## config.mk

```make
export PLATFORM = sky130hd
export DESIGN_NAME = uart_tx_scheduler
export DESIGN_NICKNAME = d
export VERILOG_FILES = /design/src/rtl/uart_tx_scheduler.sv
export SDC_FILE = /design/constraint.sdc
export NUM_CORES = 1
export LEC_CHECK = 0
export BUFFER_PORTS_ARGS = -buffer_cell sky130_fd_sc_hd__buf_2
export CORE_MARGIN = 2
export CORE_UTILIZATION = 50
export CTS_BUF_LIST = sky130_fd_sc_hd__clkbuf_8 sky130_fd_sc_hd__clkbuf_16
export DETAILED_ROUTE_END_ITERATION = 8
export PLACE_DENSITY = 0.78
export SLEW_MARGIN = 20
export SYNTH_ARGS = -nofsm -noshare
export SYNTH_HDL_FRONTEND = slang
export SYNTH_SLANG_ARGS = --single-unit
```

## constraint.sdc

```tcl
create_clock -name pclk -period 3.46 [get_ports pclk]
set_clock_uncertainty 0.1 [all_clocks]
set_input_delay 0.519 -clock pclk [delete_from_list [all_inputs] [get_ports pclk]]
set_output_delay 0.519 -clock pclk [all_outputs]
set_load 0.01 [all_outputs]
```

## src/rtl/uart_tx_scheduler.sv

```systemverilog
// Round-robin scheduler sharing one UART transmitter between NUM_REQ byte producers.
// Grants a requester, captures its byte, pulses start_tx and waits for a fresh tx_done edge.
module uart_tx_scheduler #(
  parameter int unsigned NUM_REQ        = 4,
  parameter int unsigned ID_W           = 2,
  parameter int unsigned TIMEOUT_CYCLES = 65535,
  parameter int unsigned TO_W           = 16
) (
  input  logic                 pclk,
  input  logic                 presetn,
  input  logic                 enable,
  input  logic [NUM_REQ-1:0]   req_valid,
  input  logic [NUM_REQ*8-1:0] req_data,
  output logic [NUM_REQ-1:0]   req_ready,
  output logic [7:0]           tx_data_out,
  output logic                 start_tx,
  input  logic                 tx_done,
  output logic                 busy,
  output logic [ID_W-1:0]      grant_id,
  output logic                 timeout_err
);

  typedef enum logic [1:0] {StIdle, StGrant, StStart, StWaitDone} state_e;

  localparam logic [TO_W-1:0] WdogLast = TO_W'(TIMEOUT_CYCLES - 1);
  localparam logic [ID_W-1:0] IdReset  = ID_W'(NUM_REQ - 1);

  state_e          state_q, state_d;
  logic [ID_W-1:0] grant_id_q, grant_id_d;
  logic [7:0]      tx_data_q, tx_data_d;
  logic [TO_W-1:0] wdog_q, wdog_d;
  logic            timeout_q, timeout_d;
  logic            tx_done_q;
  logic            done_evt;

  logic [ID_W-1:0] sel_id;
  logic            sel_found;
  int unsigned     idx;

  // Only a fresh low-to-high transition counts; a level left high is ignored.
  assign done_evt = tx_done & ~tx_done_q;

  // Scan from the requester after the last grant, wrapping, so the last winner goes last.
  always_comb begin
    sel_id    = grant_id_q;
    sel_found = 1'b0;
    idx       = 0;
    for (int unsigned i = 1; i <= NUM_REQ; i++) begin
      idx = (32'(grant_id_q) + i) % NUM_REQ;
      if (!sel_found && req_valid[idx]) begin
        sel_found = 1'b1;
        sel_id    = ID_W'(idx);
      end
    end
  end

  always_comb begin
    state_d    = state_q;
    grant_id_d = grant_id_q;
    tx_data_d  = tx_data_q;
    wdog_d     = wdog_q;
    timeout_d  = 1'b0;
    req_ready  = '0;
    start_tx   = 1'b0;
    unique case (state_q)
      StIdle: begin
        if (enable && sel_found) begin
          grant_id_d = sel_id;
          state_d    = StGrant;
        end
      end
      StGrant: begin
        req_ready[grant_id_q] = 1'b1;
        if (req_valid[grant_id_q]) begin
          tx_data_d = req_data[int'(grant_id_q)*8 +: 8];
          state_d   = StStart;
        end else begin
          state_d = StIdle;
        end
      end
      StStart: begin
        start_tx = 1'b1;
        wdog_d   = '0;
        state_d  = StWaitDone;
      end
      StWaitDone: begin
        wdog_d = wdog_q + TO_W'(1);
        if (done_evt) begin
          state_d = StIdle;
        end else if (wdog_q == WdogLast) begin
          timeout_d = 1'b1;
          state_d   = StIdle;
        end
      end
      default: state_d = StIdle;
    endcase
  end

  always_ff @(posedge pclk or negedge presetn) begin
    if (!presetn) begin
      state_q    <= StIdle;
      grant_id_q <= IdReset;
      tx_data_q  <= '0;
      wdog_q     <= '0;
      timeout_q  <= 1'b0;
      tx_done_q  <= 1'b0;
    end else begin
      state_q    <= state_d;
      grant_id_q <= grant_id_d;
      tx_data_q  <= tx_data_d;
      wdog_q     <= wdog_d;
      timeout_q  <= timeout_d;
      tx_done_q  <= tx_done;
    end
  end

  assign busy        = (state_q != StIdle);
  assign grant_id    = grant_id_q;
  assign tx_data_out = tx_data_q;
  assign timeout_err = timeout_q;

endmodule

```

# Word level (Yosys, flattened, before mapping)
# Index checks and enable logic that the tools add are counted.
[classes]
shifts = 1
magnitude_cmp = 6
n_eq_ne = 6
muxes = 31
n_addsub = 5
n_reduce_logical = 15
n_bitwise = 2
[op_table]
columns = ["op", "count"]
rows = [
  ["$pmux 16 s2", 1],
  ["$shiftx 32x6->8", 1],
  ["$add 16x1->16 const B", 1],
  ["$eq 16x16->1 const B", 1],
  ["$mux 2", 8],
  ["$lt 2x3->1 const B", 5],
  ["$mux 1", 14],
  ["$bmux 1 s2", 5],
  ["$pmux 2 s4", 1],
  ["$logic_and 1x1->1", 5],
  ["$add 2x1->2 const B", 2],
  ["$add 2x2->2 const B", 2],
  ["$eq 2x2->1 const B", 2],
  ["$mux 4", 1],
  ["$reduce_and 2->1", 2],
  ["$reduce_bool 2->1", 2],
  ["$reduce_bool 4->1", 1],
  ["$logic_not 1->1", 3],
  ["$ne 3x3->1 const B", 1],
  ["$reduce_and 3->1", 1],
  ["$demux 1 s2", 1],
  ["$eq 2x1->1 const B", 1],
  ["$ge 2x1->1 const B", 1],
  ["$logic_not 2->1", 1],
  ["3 further kinds", 3],
]
[word_totals]
inputBits = 40
out_inout_bits = 17
reg_bits = 30

# Logic depth before layout (Yosys ltp)
[logic_depth]
word_depth = 16
depth_mapped = 8
ltp_nobuf = 6

# Least setup slack after synthesis
# No wires, ideal clock.
[synth_timing]
path_type = "register to register"
from = "reg grant_id_q[0], in the netlist grant_id[0]"
to = "reg state_q[0]"
setup_ps = 121
path_slack_ps = 487
arrival_time_ps = 2752
stages_incl_launch_ff = 9
period_less_slack_ps = 2973
t_required_ps = 3239
cell_sequence = "dfstp_2 > buf_6 > clkbuf_1 > inv_1 > ha_1 > mux4_2 > or3_1 > nor3_2 > nor3_1"
[synth_via]
elab_chain_len = 16
elab_cells_between_ends = 25
[synth_rtl]
columns = ["element", "line_no", "rtl"]
rows = [
  ["start: declaration", "29", "logic [ID_W-1:0] grant_id_q, grant_id_d;"],
  ["start signal: assignment", "102", "grant_id_q <= IdReset;"],
  ["start signal: assignment", "109", "grant_id_q <= grant_id_d;"],
  ["$add 2x1->2", "49", "idx = (32'(grant_id_q) + i) % NUM_REQ;"],
  ["$bmux 1 s2", "50", "if (!sel_found && req_valid[idx]) begin"],
  ["$mux 1 (not written as such)", "50", ""],
  ["$mux 1", "50", ""],
  ["$logic_not 1->1", "50", ""],
  ["$logic_and 1x1->1", "50", ""],
  ["$mux 1", "50", ""],
  ["$logic_not 1->1", "50", ""],
  ["$logic_and 1x1->1", "50", ""],
  ["$mux 1", "50", ""],
  ["$logic_not 1->1", "50", ""],
  ["$logic_and 1x1->1", "50", ""],
  ["$mux 1 *", "50", ""],
  ["$logic_and 1x1->1 *", "67", "if (enable && sel_found) begin"],
  ["$ne 2x2->1 (no source line) *", "-", ""],
  ["$reduce_and 2->1 (no source line) *", "-", ""],
  ["end signal: assignment", "101", "state_q <= StIdle;"],
  ["end signal: assignment", "108", "state_q <= state_d;"],
  ["end: declaration", "28", "state_e state_q, state_d;"],
]
# Every way passes the cells marked *; elsewhere a longest branch is shown, timed or not. The select of a mux whose other input is x is not followed.
# A chain may end at the register's enable or synchronous reset.

# Worst setup path in the final report
[layout_timing]
from = "reg grant_id_q[1], in the netlist grant_id[1]"
to = "reg state_q[0]"
# The elaborated chain is that of the path after synthesis.

==> reports/metrics.yaml <==
detail_route.iter0.violations: 95
worst_skew_pair.late_latency_ns: 0.27
drv_slew: 0
peakVddDrop_v: 0.000333
setup_tns_ns: 0
synth_nets: 216
whs_ns: 0.170
worst_slew_pin_slew_ns: 0.653
cts_root_buf: "clkbuf_8"
end_kind: "flip-flop"
postCtsHoldBufs: 0
syn_area_per_cell_um2: 11.0
fmax_mhz: 371
worstPathRequired_ns: 3.52
fin_crit_ns: 2.70
cp.arrival_ns: 2.76
viasPerCell: 5.65
final_core_util: 0.629
clockBufferDepth: 2
cts_tree: "built"
cp-start-kind: "flip-flop"
synth_edf_count: 0
placed_cell_area_um2: 2190
power.leakage_nw: 1.07
status: "complete, no violations"
r2r_setup_slack_ns: 0.76
dpl.hpwl_um: 2780
cap_violations: 0
num_vias: 1560
track_usage: 0.193
port_buffers: 56
io_pins: 57
clock_sinks: 30
relSlewSlack: 0.564
core_um2: 3630
cts_made_buffers: 5
grt_max_degree: 31
cp-startpoint: "grant_id[1]"
cts_setup_buffers: 0
gr-total-overflow: 0
final-setup-viol-count: 0
final_common_cell: "buf_2"
grt_pass1_vias: 1499
drt-total-wl_um: 3720
gp_congestion: 0.836
placementRows: 22
start_util: 0.517
crit_type: "reg2reg"
drive_gt1_frac: 0.368
hp-class: "in2async"
powerDensity_nw_per_um2: 665
syn_inst: 170
synth_cell_type_count: 39
synth_top_flop_cell: "dfrtp_1"
wire_per_inst_um: 13.5
die_w_um: 65.3
seq_area_frac_synth: 0.401
hold_viol_final: 0
mostFrequentLayoutCells: "buf_2 (56), dfrtp_1 (28), nand2_1 (10), a21oi_1 (10), o21ai_0 (9)"
first_pass_iters: 4
clkSlewWorstSetupHoldPaths_ns: 0.06
r2r_cells: 6
post_cts_resized: 0
cts_htree_levels: 2
cp_max_fo: 17
r2r-start: "grant_id[1]"
grt_first_pass_wirelength_um: 6400
areaGrowthSynthToFinish_pct: 21.7
rsz0062_at_grt: "false"
fin_area_um2: 2280
die_height_um: 65.3
finalCritPeriodShare: 0.779
fin_nets: 273
yosysWarnings: 0
syn_area_um2: 1880
async_reset_ff_frac: 1.00
n_antenna_cell: 0
drc: 0
antenna_found_initial: 0
die_area_um2: 4260
r2r_end: "state_q[0]"
ys_seq_elements: 30
ant_nets: 0
[sequential cells by signal, indices dropped and copies added, names as in the netlist, named ones only]
| signal | cells |
|---|---|
| wdog_q | 16 |
| tx_data_out | 8 |
| grant_id | 2 |
| state_q | 1 |
| timeout_err | 1 |
| tx_done_q | 1 |
[metrics by stage]
stage,cells,total power (W),worst slack [ns]
after global placement,268,0.00123,0.802
after CTS,276,0.00153,0.750
after floorplan,170,0.00106,0.487
after global routing,276,0.00164,0.624
final,276,0.00152,0.765
after detailed placement,268,0.00125,0.754
[worst max-delay path: stages (launching register included)]
cell and delay, ns:
dfstp_2 0.72, inv_1 0.13, ha_1 0.42, mux4_2 0.56
or3_1 0.43, nor3_2 0.16, nor3_1 0.07
[cell usage after synthesis, types with 3 or more instances]
cell type | number | area share
a21oi_1 | 10 | 0.027
nand2_1 | 10 | 0.020
mux4_1 | 6 | 0.084
a31oi_1 | 3 | 0.010
and3_1 | 6 | 0.020
nand4_1 | 8 | 0.027
or3_1 | 6 | 0.020
o21ai_0 | 9 | 0.024
ha_1 | 6 | 0.040
inv_1 | 7 | 0.014
nand3_1 | 5 | 0.013
mux2_2 | 8 | 0.048
nor2_1 | 8 | 0.016
xor2_1 | 4 | 0.019
mux2i_1 | 3 | 0.016
and4_1 | 3 | 0.014
clkbuf_1 | 6 | 0.012
nor3_1 | 3 | 0.0080
mux4_2 | 6 | 0.072
or4_1 | 3 | 0.012
dfrtp_1 | 28 | 0.37
[cell families after synthesis]
kind of cell / synth area share
AOI/OAI and AO/OA: 0.0960
muxes: 0.220
adders and majority gates: 0.0400
and+or+nand+nor: 0.185
xor gates and xnor gates: 0.0233
DFF: 0.401
buffers and inverters: 0.0347
[power breakdown]
| part | internal [W] | switching (W) | total [W] | leakage [nW] |
|---|---|---|---|---|
| clock network | 0.000157 | 0.000122 | 0.000279 | 0.0524 |
| registers | 0.000453 | 0.000128 | 0.000581 | 0.384 |
| logic | 0.000342 | 0.000318 | 0.000660 | 0.629 |
| total | 0.000952 | 0.000568 | 0.00152 | 1.07 |
[area by class of cell]
class	instances	area [um^2]
multi-input combinational	125	1060
inverter	7	26.3
tap	48	60.1
fill	307	1350
clock buffer	6	82.6
timing repair buffer	58	295
sequential	30	753
clock inverter	2	8.76
[worst max-delay path by stage]
stage                      end  slack, ns  cells after the start
global placement    state_q[0]       0.80                      6
CTS                 state_q[0]       0.75                      6
finish              state_q[0]       0.76                      6
detailed placement  state_q[0]       0.75                      6
global route        state_q[0]       0.62                      6
floorplan           state_q[0]       0.49                      8
[layer usage]
metal  global-route usage  up-vias  routed length [um]
met2                0.335       50                1810
li1                     -      768                   -
met1                0.232      738                1620
met4               0.0547        0                  47
met3               0.0599        4                 246
met5                    0        -                   0
(Power assumes the default switching activity.)
